**src/rtl/maze_pkg.sv**
```systemverilog
// maze_pkg: shared maze grid geometry, direction codes, FSM states and wall-bit index helpers.
// Used by maze_generator, maze_lfsr users, scene_exhibitor and the collision logic.
package maze_pkg;
    localparam int MAZE_W      = 10;
    localparam int MAZE_H      = 15;
    localparam int MAZE_CELLS  = 150;
    localparam int H_WALL_BITS = 160;
    localparam int V_WALL_BITS = 165;

    typedef enum logic [1:0] {DIR_RIGHT, DIR_DOWN, DIR_LEFT, DIR_UP} dir_e;
    typedef enum logic [1:0] {S_IDLE, S_INIT, S_WALK, S_DONE} gen_state_e;

    // Horizontal line 0 is the top border, MSB-first packing.
    function automatic int h_bit(input int line, input int col);
        return H_WALL_BITS - 1 - (MAZE_W * line + col);
    endfunction

    // Vertical line 0 is the left border, MSB-first packing.
    function automatic int v_bit(input int row, input int line);
        return V_WALL_BITS - 1 - ((MAZE_W + 1) * row + line);
    endfunction
endpackage

```
**src/rtl/maze_lfsr.sv**
```systemverilog
// maze_lfsr: 32-bit right-shifting Galois LFSR (taps 0x80200003).
// Ports: clk, rst (sync, active-high), load (take seed; 0 becomes 1), seed[31:0],
//        step (advance once), value[31:0] (current state).
module maze_lfsr (
    input  logic        clk,
    input  logic        rst,
    input  logic        load,
    input  logic [31:0] seed,
    input  logic        step,
    output logic [31:0] value
);
    localparam logic [31:0] TAPS = 32'h8020_0003;

    logic [31:0] value_q, value_d;

    always_comb begin
        value_d = load ? ((seed == 32'd0) ? 32'd1 : seed)
                : step ? ({1'b0, value_q[31:1]} ^ (value_q[0] ? TAPS : 32'd0))
                : value_q;
    end

    always_ff @(posedge clk) begin
        if (rst) value_q <= 32'd1;
        else     value_q <= value_d;
    end

    assign value = value_q;
endmodule

```
**src/rtl/maze_generator.sv**
```systemverilog
// maze_generator: random perfect maze (10x15 cells) by stack-based depth-first search.
// Ports: clk, rst (sync, active-high), enable (start, held until busy falls),
//        seed[31:0] (LFSR seed, sampled in INIT), busy (low only when the maze is finished),
//        h_walls[159:0], v_walls[164:0] (wall lines, MSB-first).
// Optional: define MAZE_GEN_EXITS_EN to open the top of cell (0,0) and the bottom of cell (9,14).
module maze_generator
    import maze_pkg::*;
(
    input  logic                   clk,
    input  logic                   rst,
    input  logic                   enable,
    input  logic [31:0]            seed,
    output logic                   busy,
    output logic [H_WALL_BITS-1:0] h_walls,
    output logic [V_WALL_BITS-1:0] v_walls
);
    gen_state_e             state_q, state_d;
    logic [H_WALL_BITS-1:0] h_walls_q, h_walls_d;
    logic [V_WALL_BITS-1:0] v_walls_q, v_walls_d;
    logic [MAZE_CELLS-1:0]  visited_q, visited_d;
    logic [7:0]             stack_q [MAZE_CELLS];
    logic [7:0]             stack_d [MAZE_CELLS];
    logic [7:0]             sp_q, sp_d;

    logic        lfsr_load, lfsr_step;
    logic [1:0]  rot;
    logic [29:0] lfsr_hi_unused;

    logic [7:0] cur;
    logic [3:0] avail;
    logic [1:0] cand;
    dir_e       dir;
    int         ci, cx, cy, nb;

    maze_lfsr u_lfsr (
        .clk   (clk),
        .rst   (rst),
        .load  (lfsr_load),
        .seed  (seed),
        .step  (lfsr_step),
        .value ({lfsr_hi_unused, rot})
    );

    always_comb begin
        state_d   = state_q;
        h_walls_d = h_walls_q;
        v_walls_d = v_walls_q;
        visited_d = visited_q;
        sp_d      = sp_q;
        stack_d   = stack_q;
        lfsr_load = 1'b0;
        lfsr_step = 1'b0;
        cur = stack_q[sp_q - 8'd1];
        ci  = int'(cur);
        cx  = ci % MAZE_W;
        cy  = ci / MAZE_W;
        avail[DIR_RIGHT] = (cx < MAZE_W - 1) ? !visited_q[ci + 1] : 1'b0;
        avail[DIR_DOWN]  = (cy < MAZE_H - 1) ? !visited_q[ci + MAZE_W] : 1'b0;
        avail[DIR_LEFT]  = (cx > 0) ? !visited_q[ci - 1] : 1'b0;
        avail[DIR_UP]    = (cy > 0) ? !visited_q[ci - MAZE_W] : 1'b0;
        // Scan downwards so the first available direction after rot wins.
        dir  = dir_e'(rot);
        cand = rot;
        for (int k = 3; k >= 0; k--) begin
            cand = rot + 2'(k);
            if (avail[cand]) dir = dir_e'(cand);
        end
        nb = (dir == DIR_RIGHT) ? ci + 1
           : (dir == DIR_DOWN)  ? ci + MAZE_W
           : (dir == DIR_LEFT)  ? ci - 1
           : ci - MAZE_W;
        unique case (state_q)
            S_IDLE: if (enable) state_d = S_INIT;
            S_INIT: begin
                h_walls_d    = '1;
                v_walls_d    = '1;
`ifdef MAZE_GEN_EXITS_EN
                h_walls_d[h_bit(0, 0)]                = 1'b0;
                h_walls_d[h_bit(MAZE_H, MAZE_W - 1)]  = 1'b0;
`endif
                visited_d    = '0;
                visited_d[0] = 1'b1;
                stack_d[0]   = 8'd0;
                sp_d         = 8'd1;
                lfsr_load    = 1'b1;
                state_d      = S_WALK;
            end
            S_WALK: begin
                if (|avail) begin
                    if (dir[0]) h_walls_d[h_bit((dir == DIR_DOWN) ? cy + 1 : cy, cx)] = 1'b0;
                    else        v_walls_d[v_bit(cy, (dir == DIR_RIGHT) ? cx + 1 : cx)] = 1'b0;
                    visited_d[nb] = 1'b1;
                    stack_d[sp_q] = 8'(nb);
                    sp_d          = sp_q + 8'd1;
                    lfsr_step     = 1'b1;
                end else begin
                    sp_d = sp_q - 8'd1;
                    if (sp_q == 8'd1) state_d = S_DONE;
                end
            end
            S_DONE: if (!enable) state_d = S_IDLE;
            default: state_d = S_IDLE;
        endcase
    end

    always_ff @(posedge clk) begin
        if (rst) begin
            state_q   <= S_IDLE;
            h_walls_q <= '1;
            v_walls_q <= '1;
            visited_q <= '0;
            sp_q      <= 8'd0;
        end else begin
            state_q   <= state_d;
            h_walls_q <= h_walls_d;
            v_walls_q <= v_walls_d;
            visited_q <= visited_d;
            sp_q      <= sp_d;
        end
    end

    always_ff @(posedge clk) stack_q <= stack_d;

    assign busy    = (state_q != S_DONE);
    assign h_walls = h_walls_q;
    assign v_walls = v_walls_q;
endmodule
```
**config.mk**
```make
export PLATFORM = sky130hd
export DESIGN_NAME = maze_generator
export DESIGN_NICKNAME = d
export VERILOG_FILES = /design/src/rtl/maze_pkg.sv /design/src/rtl/maze_lfsr.sv /design/src/rtl/maze_generator.sv
export SDC_FILE = /design/constraint.sdc
export NUM_CORES = 2
export LEC_CHECK = 0
export CAP_MARGIN = 10
export CORE_ASPECT_RATIO = 1.75
export CORE_MARGIN = 5
export CORE_UTILIZATION = 41
export DETAILED_ROUTE_END_ITERATION = 8
export HOLD_SLACK_MARGIN = 0.1
export PLACE_DENSITY = 0.65
export REMOVE_ABC_BUFFERS = 1
export SETUP_SLACK_MARGIN = 0.2
export SLEW_MARGIN = 0
export SYNTH_ARGS = -nofsm -noshare
export SYNTH_HDL_FRONTEND = slang
export SYNTH_HIERARCHICAL = 1
export SYNTH_SLANG_ARGS = --single-unit
```
**constraint.sdc**
```tcl
create_clock -name clk -period 16.4 [get_ports clk]
set_clock_uncertainty 0.05 [all_clocks]
set_input_delay 1.64 -clock clk [delete_from_list [all_inputs] [get_ports clk]]
set_output_delay 1.64 -clock clk [all_outputs]
set_load 0.1 [all_outputs]
```
# --- Yosys cells after proc, flatten, opt, wreduce, memory -nomap -nowiden ---
# Cells that the tools add are included.
totals:
  mem_count: 0
  wordCells: 306
  inputBits: 35
  latchBits: 0
  register_bits: 1717
  output_inout_bits: 326
  rom_bits: 0
  ramBits: 0
op_classes:
  mux: 69
  addsub: 15
  n_reduce_logical: 19
  shift: 0
  bitwise_logic: 8
  n_eq_ne: 14
  div_mod_pow: 2
  n_mul: 2
  order_cmp: 21
ops:
  columns: ["operator", "count"]
  rows:
  - ["bitwise mux 1200 bit", 1]
  - ["2-to-1 mux 1200 bit", 1]
  - ["2-to-1 mux 165 bit", 2]
  - ["one-hot mux 165 bit (2 select lines)", 1]
  - ["2-to-1 mux 160 bit", 2]
  - ["one-hot mux 160 bit (2 select lines)", 1]
  - ["one-hot mux 150 bit (2 select lines)", 1]
  - ["2-to-1 mux 32 bit", 9]
  - ["less-than comparator 32 x 10 -> 1 bit, second input constant", 7]
  - ["bitwise AND 165 bit", 1]
  - ["NOT 165 bit", 1]
  - ["bitwise AND 160 bit", 1]
  - ["NOT 160 bit", 1]
  - ["2-to-1 mux 150 bit", 1]
  - ["OR 150 bit", 1]
  - ["greater-or-equal comparator 32 x 1 -> 1 bit, second input constant", 3]
  - ["adder 32 x 2 -> 32 bit, second input constant", 2]
  - ["adder 32 bit", 2]
  - ["binary-select mux 8 bit (select 8 bit)", 1]
  - ["demux 8 bit (select 8 bit)", 1]
  - ["> comparator 32 x 1 -> 1 bit, second input constant", 2]
  - ["less-than comparator 32 x 5 -> 1 bit, second input constant", 2]
  - ["subtractor 9 x 32 -> 32 bit, first input constant", 2]
  - ["binary-select mux 1 bit (select 8 bit)", 4]
  - ["other kinds (37)", 100]

# --- Logic depth before layout (Yosys ltp) ---
depth:
  depth_word: 31
  depth_mapped: 94
  depth_no_buf: 78

# --- Modules after synthesis ---
# Netlist, hierarchy kept.
by_module_without_submodules:
  columns: ["mod", "cells_per_inst", "seq_area_each_um2", "area_per_inst_um2", "n_inst"]
  rows:
  - ["maze_generator", 5765, 45743.9, 76970.1, 1]
  - ["maze_lfsr", 188, 640.6, 1562.7, 1]

# --- Worst setup path before layout ---
# No wires, ideal clock.
synth_timing:
  path_kind: "register to register"
  startpoint: "register sp_q[0]"
  endpoint: "register visited_q[39]"
  n_path_buf: 6
  synth_period_minus_slack_ns: 17.574
  path_stages_with_launch: 50
  setup_ns: 0.061
  slack_ns: -1.174
  t_arrival_ns: 17.463
  cell_sequence: "dfxtp_1 -> buf_6 -> inv_2 -> ha_1 -> buf_4 -> buf_6 -> clkbuf_1 -> mux4_2 -> mux4_2 -> o2111a_1 -> o31ai_2 -> nand2_2 -> ha_1 -> nor2_1 -> inv_1 -> ha_1 -> inv_1 -> a32o_2 -> (+14 left out) -> nand3_1 -> nand2_1 -> clkinv_1 -> ha_1 -> nand2_1 -> nor3_1 -> nand3_1 -> a2111oi_0 -> o21a_1 -> nor4bb_2 -> or2_1 -> o21ai_2 -> nor2_8 -> mux2_2 -> a21boi_0 -> and4_1 -> buf_2 -> a32o_1"
synth_via:
  elab_chain_cells: 28
  elab_cells_between_ends: 64
  cone_classes: "add/sub: 5; div: 2; order compare: 6; eq/ne: 3; mux: 38; bitwise: 2; reduce/logical: 8"
synth_rtl:
  columns: ["element", "line_no", "text"]
  rows:
  - ["from (decl)", "maze_generator.sv:23", "logic [7:0] sp_q, sp_d;"]
  - ["from (signal assigned)", "maze_generator.sv:118", "sp_q <= sp_d;"]
  - ["subtractor 8 x 1 -> 8 bit *", "maze_generator.sv:53", "cur = stack_q[sp_q - 8'd1];"]
  - ["NOT 8 -> 9 bit (not written as such) *", "maze_generator.sv:53", null]
  - ["binary-select mux 8 bit (select 8 bit) *", "maze_generator.sv:53", null]
  - ["2-to-1 mux 8 bit (not written as such) * (2 in series)", "maze_generator.sv:53", null]
  - ["parallel branches: the longest is 23 deep, another holds modulo 9 x 5 -> 32 bit", null, null]
  - ["to (signal assigned)", "maze_generator.sv:117", "visited_q <= visited_d;"]
  - ["to (decl)", "maze_generator.sv:20", "logic [MAZE_CELLS-1:0] visited_q, visited_d;"]
# Mark *: on every way between the ends. The select of a mux whose other input is x is not followed.
# A chain may end at the register's enable or synchronous reset.

# --- Worst setup path after layout ---
layout_timing:
  startpoint: "register sp_q[0]"
  endpoint: "register h_walls_q[56] (netlist: h_walls[56])"
layout_via:
  elab_chain_cells: 31
  elab_cells_between_ends: 67
  cone_classes: "add/sub: 8; mul: 1; div: 2; order compare: 6; eq/ne: 3; mux: 37; bitwise: 3; reduce/logical: 7"
layout_rtl:
  columns: ["element", "line_no", "text"]
  rows:
  - ["subtractor 8 x 1 -> 8 bit *", "maze_generator.sv:53", null]
  - ["NOT 8 -> 9 bit (not written as such) *", "maze_generator.sv:53", null]
  - ["binary-select mux 8 bit (select 8 bit) *", "maze_generator.sv:53", null]
  - ["2-to-1 mux 8 bit (not written as such) * (2 in series)", "maze_generator.sv:53", null]
  - ["parallel branches: the longest is 26 deep, another holds modulo 9 x 5 -> 32 bit", null, null]
  - ["to (signal assigned)", "maze_generator.sv:115", "h_walls_q <= h_walls_d;"]
  - ["to (decl)", "maze_generator.sv:18", "logic [H_WALL_BITS-1:0] h_walls_q, h_walls_d;"]
# Marks and branches as above.

==> flow_summary_export.csv <==
group,metric,value,unit
status,run_status,"finished, final reports clean",
finish,nFillCells,16523,
route,route.detailed.vias_per_inst,5.824,
finish,finish.net_count,6860,
clocking,cts_hold_buf,0,
synthesis,adder_cell_fraction_of_synth_area,3.231,%
critical_path,timing.critical_path.max_delay_family,"compound AO/OA/AOI/OAI gates",
clocking,clk-insertion-delay-late,0.83,ns
clocking,cts-htree-levels,4,
finish,flow.area_growth_from_synthesis,18.51,%
finish,layout-drive-gt1-share,20.08,%
synthesis,ys_async_sr_fraction,0,%
global_routing,use_met2,42.00,%
global_routing,gr-total-overflow,0,
global_routing,busiest_layer,"met2",
sta,hold_violations,0,
synthesis,synthFlopType,"edfxtp_1",
synthesis,synthDominantCellAreaShare,45.88,%
placement,place_congestion,0.9741,
synthesis,ys_seq_elements,1717,
critical_path,worstPathMaxFanout,25,
sta,rsz0062_at_grt,"yes",
sta,finalCriticalPeriod,15.61,ns
critical_path,crit_path_top_delay_cell,"or4_1",
finish,final_util,48.80,%
route,detail_route.wirelength,239700,um
global_routing,grt_first_pass_wirelength,349700,um
global_routing,largest_net_degree_at_the_start_of_global_routing,154,
critical_path,cp.arrival,16.19,ns
sta,final_min_period_over_clock_period,95.18,%
critical_path,peak_per_stage_delay_on_the_critical_path,0.61,ns
min_path,min-delay-path-class,"reg -> reg",
clocking,cts_num_sinks,1717,
critical_path,critPathRequiredTime,16.98,ns
synthesis,syn_area,78530,um^2
sta,timing.slew.headroom,12.20,%
global_routing,met1_track_demand_over_resource_in_global_routing,23.66,%
sta,maxClockFrequency,0.06407,GHz
placement,post-dp-hpwl,170700,um
clocking,cts_buffer_depth,4,
route,drt-pass1-iter-count,6,
synthesis,syn-instance-count,5953,
synthesis,synth_top_cells_by_area,"edfxtp_1, dfxtp_1, mux4_2, nor2_1, ha_1",
sta,tightestPinTransition,1.316,ns
route,antenna_left,0,
sta,maxSlewViolCount,0,
synthesis,synth_area_per_cell,13.19,um^2
sta,setup_viol,0,
global_routing,grt_pass1_vias,54069,
critical_path,worst-path-buf-inv,13,
route,wl_per_cell,26.02,um
synthesis,synth_top_family_by_area,"multiplexers",
critical_path,worst_setup_path_start_kind,"register",
floorplanning,start_util,41.18,%
synthesis,synth_simple_gate_area_share,10.08,%
critical_path,end_kind,"register",
critical_path,timing.setup.critical_path_class,"reg -> reg",
floorplanning,rows,212,
floorplanning,core_region_area,190700,um^2
floorplanning,dieHeight,589.0,um
global_routing,grt_antenna_before_repair,6,
synthesis,synth.area.mux_share,13.75,%
clocking,cts.clk_slew.worst_paths,0.07,ns
synthesis,synth_seq_area_share,59.06,%
synthesis,post-synth-top-area-cell,"edfxtp_1",
critical_path,worst_path_most_repeated_cell,"buf_4",
floorplanning,design.die.area,200700,um^2
clocking,clock_tree_from_tritoncts,"done",
route,via_count,53651,
global_routing,grtUsageMet3,3.197,%
synthesis,complex_gate_fraction_of_the_synthesized_area,8.955,%
synthesis,synth_edf_count,1200,
global_routing,track_usage,23.02,%
placement,io_buffers,360,
floorplanning,io_pins,361,
route,drt_iter0_markers,4194,
synthesis,synth.lib_cells_used.distinct,132,
clocking,cts_root_buffer,"clkbuf_16",
clocking,cts_buf_count,158,
floorplanning,dieWidth,340.8,um
job,max_cap_viol_count,0,
route,drcViolationCount,0,
synthesis,yosys_warnings,6,
synthesis,yosys.area_share.xor_xnor,1.372,%
## cell usage after synthesis, drive strengths merged (34+ instances only)
| master | n |
|---|---|
| nor3 | 65 |
| nor2 | 737 |
| mux4 | 374 |
| a31oi | 82 |
| o31ai | 49 |
| nand4 | 42 |
| clkbuf | 171 |
| nand3 | 152 |
| inv | 195 |
| xnor2 | 101 |
| edfxtp | 1200 |
| a22o | 39 |
| mux2i | 199 |
| dfxtp | 517 |
| mux2 | 34 |
| a21oi | 404 |
| o21ai | 145 |
| a32o | 83 |
| ha | 182 |
| buf | 189 |
| nand2 | 493 |
## kinds of logic after synthesis
logic type	Yosys count
xor+xnor	118
buf+inv	557
simple gates	1718
compound gates	1041
flops	1717
mux	607
fa+ha+maj	195
## final cells by class
class,count,area [um^2],area share [%]
timing repair buffer,876,8035,8.634
clock buffer,196,4230,4.545
inverter,197,762.0,0.8187
antenna,4,10.01,0.01076
tap,2461,3079,3.309
multi-input combinational,3680,29760,31.98
sequential,1717,46390,49.84
clock inverter,81,797.0,0.8564
## worst min-delay path, cell delays in order (launching register included)
cell and delay, ns:
dfxtp_1 0.32, nand2_1 0.06, o21ai_1 0.05
## cell usage in the layout (no fill, tap or decap), types with 178 or more instances in the layout
cell / netlist / final
a21oi_1: 399 / 394
buf_4: 36 / 470
clkdlybuf4s50_1: 0 / 359
dfxtp_1: 517 / 516
edfxtp_1: 1200 / 1200
ha_1: 182 / 178
mux2i_1: 199 / 197
mux4_2: 374 / 374
nand2_1: 488 / 486
nor2_1: 715 / 710
## final timing paths
check / from / to / slack (ns) / cells past startpoint
worst max-delay path: sp_q[0] / h_walls[56] / 0.79 / 71
worst max register to register: sp_q[0] / h_walls[56] / 0.79 / 71
worst min-delay path: visited_q[139] / visited_q[139] / 0.43 / 2
worst min register to register: visited_q[139] / visited_q[139] / 0.43 / 2
## metrics by stage
stage / setup slack (ns) / setup TNS, ns / hold slack [ns] / area, um^2 / cells
2_1_floorplan: -23.67 / - / 0.3878 / 76490 / 5593
3_3_place_gp: -0.2313 / -35.02 / 0.3877 / 87530 / 8909
3_5_place_dp: -0.3952 / -89.43 / 0.4097 / 87530 / 8909
4_1_cts: 0.2185 / 0 / 0.4208 / 92690 / 9192
5_1_grt: 0.08604 / 0 / 0.4381 / 93060 / 9209
6_report: 0.7913 / 0 / 0.4252 / 93070 / 9212
## layer usage
layer / wire length (um) / vias up
met5: 13 / -
met4: 22020 / 2
met3: 14730 / 722
met2: 124300 / 2339
met1: 78640 / 26763
li1: - / 23825
## repair_timing
action / in CTS / in global routing
gates resized for setup: 18 / 62
endpoints found under the setup margin: 325 / 325
endpoints found under the hold margin: 0 / 0
buffers inserted: 5 / 13
gates cloned: 1 / 3
pin swaps: 4 / 42
Power is not shown: default switching activity piles up to over one toggle a cycle in this logic, so the estimate is an artifact.
